==> src/rtl/measure_pkg.sv <==
// measure_pkg: shared constants, FSM state type and byte-select helper for the RX measurement stage.
//   OFS_*          byte offsets after SFD of the checked / captured frame fields
//   PREAMBLE_BYTE  GMII preamble octet
//   SFD_BYTE       GMII start-of-frame delimiter
//   state_t        frame-parse FSM states
//   be_byte        big-endian byte k (0 = MSB) of a 32-bit word
package measure_pkg;
   localparam logic [11:0] OFS_ETYPE = 12'd12;
   localparam logic [11:0] OFS_PROTO = 12'd23;
   localparam logic [11:0] OFS_MAGIC = 12'd42;
   localparam logic [11:0] OFS_TS = 12'd46;
   localparam logic [7:0] PREAMBLE_BYTE = 8'h55;
   localparam logic [7:0] SFD_BYTE = 8'hD5;
   typedef enum logic [1:0] {IDLE, PREAMBLE, DATA, DROP} state_t;
   function automatic logic [7:0] be_byte(logic [31:0] w, logic [1:0] k);
      return w[8*(3-int'(k)) +: 8];
   endfunction
endpackage

==> src/rtl/measure_window.sv <==
// measure_window: per-window accepted frame/byte accumulation, latched into the status outputs at window end.
//   sys_clk, sys_rst_n  clock, asynchronous active-low reset
//   inc                 one frame accepted this cycle
//   len                 length in bytes of the accepted frame
//   pps                 frames accepted in the last completed window
//   throughput          bits accepted in the last completed window
module measure_window #(
   parameter int SECOND_TICKS = 125_000_000
) (
   input  logic        sys_clk,
   input  logic        sys_rst_n,
   input  logic        inc,
   input  logic [11:0] len,
   output logic [31:0] pps,
   output logic [31:0] throughput
);
   logic [31:0] tick, pkt_cnt, pkt_next;
   logic [28:0] byte_cnt, byte_next;
   logic [29:0] byte_sum;
   logic term;
   // next values include this cycle's acceptance so a frame ending on the terminal tick lands in the closing window
   always_comb begin
      term = tick == 32'(SECOND_TICKS - 1);
      pkt_next = (inc && pkt_cnt != '1) ? pkt_cnt + 32'd1 : pkt_cnt;
      byte_sum = {1'b0, byte_cnt} + (inc ? {18'd0, len} : 30'd0);
      byte_next = byte_sum[29] ? '1 : byte_sum[28:0];
   end
   always_ff @(posedge sys_clk or negedge sys_rst_n) begin
      if (!sys_rst_n) begin
         tick <= '0;
         pkt_cnt <= '0;
         byte_cnt <= '0;
         pps <= '0;
         throughput <= '0;
      end else begin
         tick <= term ? '0 : tick + 32'd1;
         pkt_cnt <= term ? '0 : pkt_next;
         byte_cnt <= term ? '0 : byte_next;
         if (term) begin
            pps <= pkt_next;
            throughput <= {byte_next, 3'b000};
         end
      end
   end
endmodule

==> src/rtl/measure_rx.sv <==
// measure_rx: GMII RX parser that accepts IPv4/UDP measurement frames and reports rate and one-way latency.
//   sys_clk, sys_rst_n  125 MHz clock, asynchronous active-low reset
//   gmii_rxd, gmii_rx_dv  GMII receive data / data valid
//   global_counter      free-running timestamp shared with the TX generator
//   rx_pps              accepted frames in the last completed window
//   rx_throughput       accepted bits in the last completed window
//   rx_latency          latency of the most recent accepted frame, in sys_clk ticks
//   rx_frame_ok         one-cycle pulse per accepted frame
module measure_rx
   import measure_pkg::*;
#(
   parameter int          SECOND_TICKS = 125_000_000,
   parameter logic [31:0] MAGIC = 32'hC0FFEE01,
   parameter int          MIN_LEN = 64
) (
   input  logic        sys_clk,
   input  logic        sys_rst_n,
   input  logic [7:0]  gmii_rxd,
   input  logic        gmii_rx_dv,
   input  logic [31:0] global_counter,
   output logic [31:0] rx_pps,
   output logic [31:0] rx_throughput,
   output logic [31:0] rx_latency,
   output logic        rx_frame_ok
);
   state_t state;
   logic [11:0] idx;
   logic match;
   logic [23:0] ts_hi;
   logic [31:0] lat_tmp;
   logic in_magic, in_ts, chk, accept;
   logic [7:0] exp_b;
   always_comb begin
      in_magic = idx >= OFS_MAGIC && idx < OFS_MAGIC + 12'd4;
      in_ts = idx >= OFS_TS && idx < OFS_TS + 12'd3;
      chk = idx == OFS_ETYPE || idx == OFS_ETYPE + 12'd1 || idx == OFS_PROTO || in_magic;
      exp_b = idx == OFS_ETYPE ? 8'h08 : idx == OFS_PROTO ? 8'h11 : in_magic ? be_byte(MAGIC, 2'(idx - OFS_MAGIC)) : 8'h00;
      accept = state == DATA && !gmii_rx_dv && match && idx >= 12'(MIN_LEN);
   end
   always_ff @(posedge sys_clk or negedge sys_rst_n) begin
      if (!sys_rst_n) begin
         state <= IDLE;
         idx <= '0;
         match <= 1'b0;
         ts_hi <= '0;
         lat_tmp <= '0;
         rx_latency <= '0;
         rx_frame_ok <= 1'b0;
      end else begin
         rx_frame_ok <= accept;
         if (accept) rx_latency <= lat_tmp;
         case (state)
            IDLE: if (gmii_rx_dv) state <= gmii_rxd == PREAMBLE_BYTE ? PREAMBLE : DROP;
            PREAMBLE:
               if (!gmii_rx_dv) state <= IDLE;
               else if (gmii_rxd == SFD_BYTE) begin
                  state <= DATA;
                  idx <= '0;
                  match <= 1'b1;
               end else if (gmii_rxd != PREAMBLE_BYTE) state <= DROP;
            DATA:
               if (!gmii_rx_dv) state <= IDLE;
               else begin
                  if (idx != 12'hFFF) idx <= idx + 12'd1;
                  if (chk && gmii_rxd != exp_b) match <= 1'b0;
                  if (in_ts) ts_hi[8*(2-int'(2'(idx - OFS_TS))) +: 8] <= gmii_rxd;
                  // last timestamp byte is taken straight off the wire, so the subtraction happens on its arrival
                  if (idx == OFS_TS + 12'd3) lat_tmp <= global_counter - {ts_hi, gmii_rxd};
               end
            DROP: if (!gmii_rx_dv) state <= IDLE;
            default: state <= IDLE;
         endcase
      end
   end
   measure_window #(.SECOND_TICKS(SECOND_TICKS)) u_window (
      .sys_clk(sys_clk),
      .sys_rst_n(sys_rst_n),
      .inc(accept),
      .len(idx),
      .pps(rx_pps),
      .throughput(rx_throughput)
   );
endmodule

==> config.mk <==
export PLATFORM = sky130hd
export DESIGN_NAME = measure_rx
export DESIGN_NICKNAME = d
export VERILOG_FILES = /design/src/rtl/measure_pkg.sv /design/src/rtl/measure_window.sv /design/src/rtl/measure_rx.sv
export SDC_FILE = /design/constraint.sdc
export NUM_CORES = 1
export LEC_CHECK = 0
export ABC_AREA = 1
export ABC_CLOCK_PERIOD_IN_PS = 4900
export CORE_ASPECT_RATIO = 0.9
export CORE_MARGIN = 2
export CORE_UTILIZATION = 59
export CTS_CLUSTER_SIZE = 16
export DETAILED_ROUTE_END_ITERATION = 8
export PLACE_DENSITY = 0.81
export SLEW_MARGIN = 10
export SYNTH_ARGS = -nofsm -noshare
export SYNTH_HDL_FRONTEND = slang
export SYNTH_HIERARCHICAL = 1
export SYNTH_SLANG_ARGS = --single-unit
export TNS_END_PERCENT = 10
==> constraint.sdc <==
create_clock -name sys_clk -period 4.9 [get_ports sys_clk]
set_clock_uncertainty 0.05 [all_clocks]
set_input_delay 0.98 -clock sys_clk [delete_from_list [all_inputs] [get_ports sys_clk]]
set_output_delay 0.98 -clock sys_clk [all_outputs]
set_load 0.005 [all_outputs]
Word-level counts from Yosys, hierarchy flattened
Cells that the tools add are included.
{"block": "op_classes", "n_eq_ne": 22, "shifts": 3, "magnitude_cmp": 5, "reduce_logical": 19, "n_mux": 27, "addsub": 10}
{"operator": "$mux 32", "count": 3}
{"operator": "$add 32x1->32 const B", "count": 2}
{"operator": "$mux 12", "count": 5}
{"operator": "$mux 29", "count": 2}
{"operator": "$neg 6->33", "count": 1}
{"operator": "$shift 8x33->24 const A", "count": 1}
{"operator": "$shiftx 8x33->24", "count": 1}
{"operator": "$eq 32x27->1 const B", "count": 1}
{"operator": "$ne 32x32->1 const B", "count": 1}
{"operator": "$shiftx 32x6->8 const A", "count": 1}
{"operator": "$sub 32x32->32", "count": 1}
{"operator": "$add 29x30->30", "count": 1}
{"operator": "$bwmux 24", "count": 1}
{"operator": "$eq 12x4->1 const B", "count": 2}
{"operator": "$ge 12x6->1 const B", "count": 2}
{"operator": "$lt 12x6->1 const B", "count": 2}
{"operator": "$mux 8", "count": 3}
{"operator": "$pmux 12 s2", "count": 1}
{"operator": "$add 12x1->12 const B", "count": 1}
{"operator": "$eq 12x5->1 const B", "count": 1}
{"operator": "$eq 12x6->1 const B", "count": 1}
{"operator": "$ge 12x7->1 const B", "count": 1}
{"operator": "$mux 2", "count": 6}
{"operator": "$ne 12x12->1 const B", "count": 1}
{"operator": "other kinds (22)", "count": 44}
{"block": "word_totals", "reg_bits": 258, "word_cells": 98, "in_bits": 43, "output_inout_bits": 97}

Longest topological paths before layout
{"block": "depth", "word_depth": 11, "mapped_depth": 25, "mapped_depth_nobuf": 22}

Cells and area by module
The synthesis kept the hierarchy.
{"module": "measure_window", "area_each_um2": 9243.9, "seq_area_each_um2": 3853.7, "n_inst": 1, "cells_each": 1286}
{"module": "measure_rx", "area_each_um2": 6897.9, "seq_area_each_um2": 2602.5, "n_inst": 1, "cells_each": 965}

Worst setup path before layout
Ideal clock, no wire load.
{"block": "synth_timing", "path_kind": "input-to-reg", "start": "in gmii_rx_dv", "end": "reg u_window.byte_cnt[28]", "cell_stages": 24, "setup_time_ps": 119, "path_slack_ps": 765, "required_ps": 4731, "arrival_ps": 3966, "path_cell_list": "inv_1 -> nand2_1 -> nor2_1 -> nand2_1 -> inv_1 -> buf_1 -> clkbuf_1 -> clkbuf_1 -> nand2_1 -> inv_1 -> ha_1 -> inv_1 -> fa_1 -> inv_1 -> nand3_1 -> nand3_1 -> nand2_1 -> nand2_1 -> nand2_1 -> nand2_1 -> nand2_1 -> nand2_1 -> nand3_1 -> and2_1"}
{"block": "synth_via", "elab_chain_cells": 8}
{"item": "start, declared", "line_no": "measure_rx.sv:19", "rtl": "input logic gmii_rx_dv,"}
{"item": "$logic_not 1->1"}
{"item": "$logic_and 1x1->1 (3 in series)", "line_no": "measure_rx.sv:38", "rtl": "accept = state == DATA && !gmii_rx_dv && match && idx >= 12'(MIN_LEN);"}
{"item": "net accept", "line_no": "measure_rx.sv:31", "rtl": "logic in_magic, in_ts, chk, accept;"}
{"item": "$mux 12", "line_no": "measure_window.sv:25", "rtl": "byte_sum = {1'b0, byte_cnt} + (inc ? {18'd0, len} : 30'd0);"}
{"item": "$add 29x30->30", "line_no": "measure_window.sv:25"}
{"item": "$mux 29", "line_no": "measure_window.sv:26", "rtl": "byte_next = byte_sum[29] ? '1 : byte_sum[28:0];"}
{"item": "$mux 29", "line_no": "measure_window.sv:38", "rtl": "byte_cnt <= term ? '0 : byte_next;"}
{"item": "end signal, assigned", "line_no": "measure_window.sv:38"}
{"item": "end, declared", "line_no": "measure_window.sv:18", "rtl": "logic [28:0] byte_cnt, byte_next;"}
The timed path passes the listed nets, and every way through them passes these cells.
A chain may end at the register's enable or synchronous reset.

Worst setup path in the final report
{"block": "layout_timing", "start": "in gmii_rx_dv", "end": "reg u_window.throughput[17]"}
{"block": "layout_via", "elab_chain_cells": 7}
{"item": "$logic_not 1->1"}
{"item": "$logic_and 1x1->1 (3 in series)", "line_no": "measure_rx.sv:38"}
{"item": "$mux 12", "line_no": "measure_window.sv:25"}
{"item": "$add 29x30->30", "line_no": "measure_window.sv:25"}
{"item": "$mux 29", "line_no": "measure_window.sv:26"}
{"item": "end signal, assigned", "line_no": "measure_window.sv:41", "rtl": "throughput <= {byte_next, 3'b000};"}
{"item": "end, declared", "line_no": "measure_window.sv:15", "rtl": "output logic [31:0] throughput"}
Every way passes these cells.

==> impl_metrics.env <==
export IMPL_h_tree_depth=1
export IMPL_wl_per_cell_um=16.7
export IMPL_nets=2474
export IMPL_seqPwrFrac_pct=38.7
export IMPL_critPathBufInv=5
export IMPL_via_per_inst=5.51
export IMPL_cts_tree="done"
export IMPL_ys_top_cells_by_area="dfrtp_1 (40%), nand2_1 (17%), inv_1 (7.0%)"
export IMPL_syn_avg_cell_area_um2=7.17
export IMPL_mostFrequentLayoutCells="nand2_1 (733), inv_1 (299), dfrtp_1 (258)"
export IMPL_hpwl_um=34700
export IMPL_yosysSeqAreaShare_pct=40.0
export IMPL_ys_warnings_count=6
export IMPL_required_ns=5.28
export IMPL_cts_setup_buffers=0
export IMPL_cts_buffers=28
export IMPL_arrival_ns=4.29
export IMPL_crit_top_cell="nand2_1"
export IMPL_max_cap_violations=0
export IMPL_status="completed"
export IMPL_worstMarginPinSlew_ns=1.18
export IMPL_layout_commonest_cell="nand2_1"
export IMPL_gp_congestion=1.00
export IMPL_power_leakage_uw=0.00964
export IMPL_drtIter0Drc=1417
export IMPL_ant_nets=0
export IMPL_intPower_uw=4270
export IMPL_ctsHoldBuffers=0
export IMPL_cp_top_family="simple AND/OR/NAND/NOR gates"
export IMPL_gr_total_overflow=0
export IMPL_hold_violations=0
export IMPL_clockBufferDepth=3
export IMPL_grt_pass1_vias=14200
export IMPL_core_mm2=0.0270
export IMPL_dieArea_mm2=0.0287
export IMPL_cts_root_buf="clkbuf_16"
export IMPL_drtPass1Iterations=7
export IMPL_tns_ns=0
export IMPL_die_w_um=178
export IMPL_grt_max_degree=125
export IMPL_track_usage_pct=32.2
export IMPL_antennaDiodeCount=0
export IMPL_max_stage_delay_ns=0.47
export IMPL_final_setup_viol_count=0
export IMPL_synthesis_instances=2251
export IMPL_p_sw_share_pct=33.6
export IMPL_antenna_found_initial=0
export IMPL_finalCriticalPeriod_ns=3.91
export IMPL_initial_core_util_pct=59.9
export IMPL_power_uw=6420
export IMPL_cp_slowest_cell="clkdlybuf4s50_1"
export IMPL_power_density_mw_per_mm2=343
export IMPL_wirelength_um=45900
export IMPL_worst_setup_path_end_kind="register"
export IMPL_yosysTopAreaCellShare_pct=40.0
export IMPL_path_cells="clkdlybuf4s50_1 > inv_1 > nand2_1 > nor2_1 > nand2_1 > inv_1 > nand2_1 > inv_1 > ha_1 > nand2_1 > inv_1 > a21oi_1 > nor2_1 > nor2_1 > nand2_1 > nand2_4 > nand3_1 > nand2_1 > nand2_1"
export IMPL_cts_resized=0
export IMPL_power_switching_uw=2160
export IMPL_synth_edf_count=0
export IMPL_rows=57
export IMPL_fp_dieH_um=161
export IMPL_cp_max_fo=37
export IMPL_insertion_delay_ns=0.55
export IMPL_max_slew_margin_rel_pct=20.7
export IMPL_ir_worst_vdd_uv=275
export IMPL_synth_cell_type_count=53
export IMPL_critPathLaunchType="input pin"
export IMPL_vias=15200
export IMPL_finalCritPeriodShare_pct=79.7
export IMPL_synthFlopType="dfrtp_1"
export IMPL_grt_pass1_wl_um=73700
export IMPL_hold_path_class="reg2reg"
export IMPL_clkTransAtPathRegs_ns=0.06
export IMPL_maxSlewViolCount=0
export IMPL_yosysTopAreaCell="dfrtp_1"
export IMPL_rsz0062_at_grt="false"
export IMPL_ys_ff_latch=258
export IMPL_syn_to_final_growth_pct=16.0
export IMPL_port_buffers=136
export IMPL_power_frac_clock_pct=35.5
export IMPL_synth_cell_area_mm2=0.0161
export IMPL_fmax_mhz=256
export IMPL_clock_sinks=258
export IMPL_drc=0
export IMPL_layout_drive_gt1_share_pct=7.88
export IMPL_p_comb_share_pct=25.8
export IMPL_ys_async_sr_fraction_pct=100
export IMPL_pin_count=140
export IMPL_crit_type="in2reg"
## final timing paths
check                         startpoint                      end  slack (ns)  cells after the start
min reg2reg                rx_latency[7]            rx_latency[7]        0.43                      2
min                        rx_latency[7]            rx_latency[7]        0.43                      2
min in group asynchronous      sys_rst_n      u_window/pkt_cnt[6]        0.46                      1
max in group asynchronous      sys_rst_n  u_window/throughput[19]        3.21                      2
max                           gmii_rx_dv  u_window/throughput[17]        0.99                     19
max reg2reg                       idx[7]  u_window/throughput[17]        1.27                     17
## layer usage
metal / share of wire, % / track usage (%) / vias to the layer above / wire [um]
met1: 47 / 48.6 / 7208 / 21400
met3: 7.2 / 4.66 / 67 / 3320
met4: 2.2 / 6.65 / 0 / 1000
met2: 44 / 49.5 / 546 / 20200
li1: - / - / 7337 / -
met5: 0 / 0 / - / 0
## registers in the layout, indices dropped and copies added, names as in the netlist
| signal | cells |
|---|---|
| idx | 12 |
| lat_tmp | 32 |
| match | 1 |
| rx_frame_ok | 1 |
| rx_latency | 32 |
| state | 2 |
| ts_hi | 24 |
| u_window/byte_cnt | 29 |
| u_window/pkt_cnt | 32 |
| u_window/pps | 32 |
| u_window/throughput | 29 |
| u_window/tick | 32 |
## Yosys cell counts, types with 3 or more instances
master / instances
nand2_1: 733
inv_1: 299
dfrtp_1: 258
nor2_1: 235
nand3_1: 133
a21oi_1: 69
o21ai_0: 68
xor2_1: 53
ha_1: 52
nor3_1: 47
o21ai_2: 40
nand2_2: 35
nand4_1: 27
o21ai_1: 23
buf_2: 14
buf_4: 13
clkbuf_1: 13
a31oi_1: 11
nor2_2: 11
nor4_1: 10
buf_6: 9
inv_2: 9
nand3_2: 9
o21bai_1: 7
xnor2_1: 7
nand3b_1: 6
a21o_1: 5
nand2_4: 5
o22ai_1: 5
and2_1: 4
nor3_2: 4
nor3b_1: 3
o21a_1: 3
o31ai_1: 3
## power groups by stage
stage / clock (uW) / combinational, uW / sequential (uW)
3_3_place_gp: 0 / 1590 / 2510
4_1_cts: 2310 / 1640 / 2480
3_5_place_dp: 0 / 1630 / 2510
5_1_grt: 2390 / 1840 / 2510
2_1_floorplan: 0 / 1060 / 2470
6_report: 2280 / 1660 / 2490
## cells by family after synthesis
| kind of cell | Yosys count | synth area share [%] |
|---|---|---|
| simple gates | 1278 | 34.4 |
| buf+inv | 362 | 9.29 |
| flops | 258 | 40.0 |
| compound gates | 238 | 8.78 |
| xor+xnor | 60 | 3.26 |
| fa+ha+maj | 54 | 4.28 |
| other cells | 1 | 0.0232 |
## per-stage QoR
step	area, um2	hold slack, ns	setup slack (ns)	cells	util (%)
after floorplan	16100	0.392	0.765	2253	-
after global placement	17700	0.407	0.682	2701	65.8
after detailed placement	17700	0.415	0.558	2701	65.8
after CTS	18700	0.432	1.12	2752	69.5
after global routing	18700	0.455	0.704	2752	69.5
final	18700	0.427	0.993	2752	69.5
## tightest hold or removal path: stages, from the launching register on
cell     delay (ns)
dfrtp_1        0.34
nand2_1        0.05
nand2_1        0.05
## cell type report
type                       instances  area [um2]
fill                            2288        8230
timing repair buffer             146        1450
multi-input combinational       1633        8210
clock inverter                    19         245
sequential                       258        6460
inverter                         310        1170
clock buffer                      32         757
tap                              354         443
Note: power is estimated with default switching activity, not from simulation.
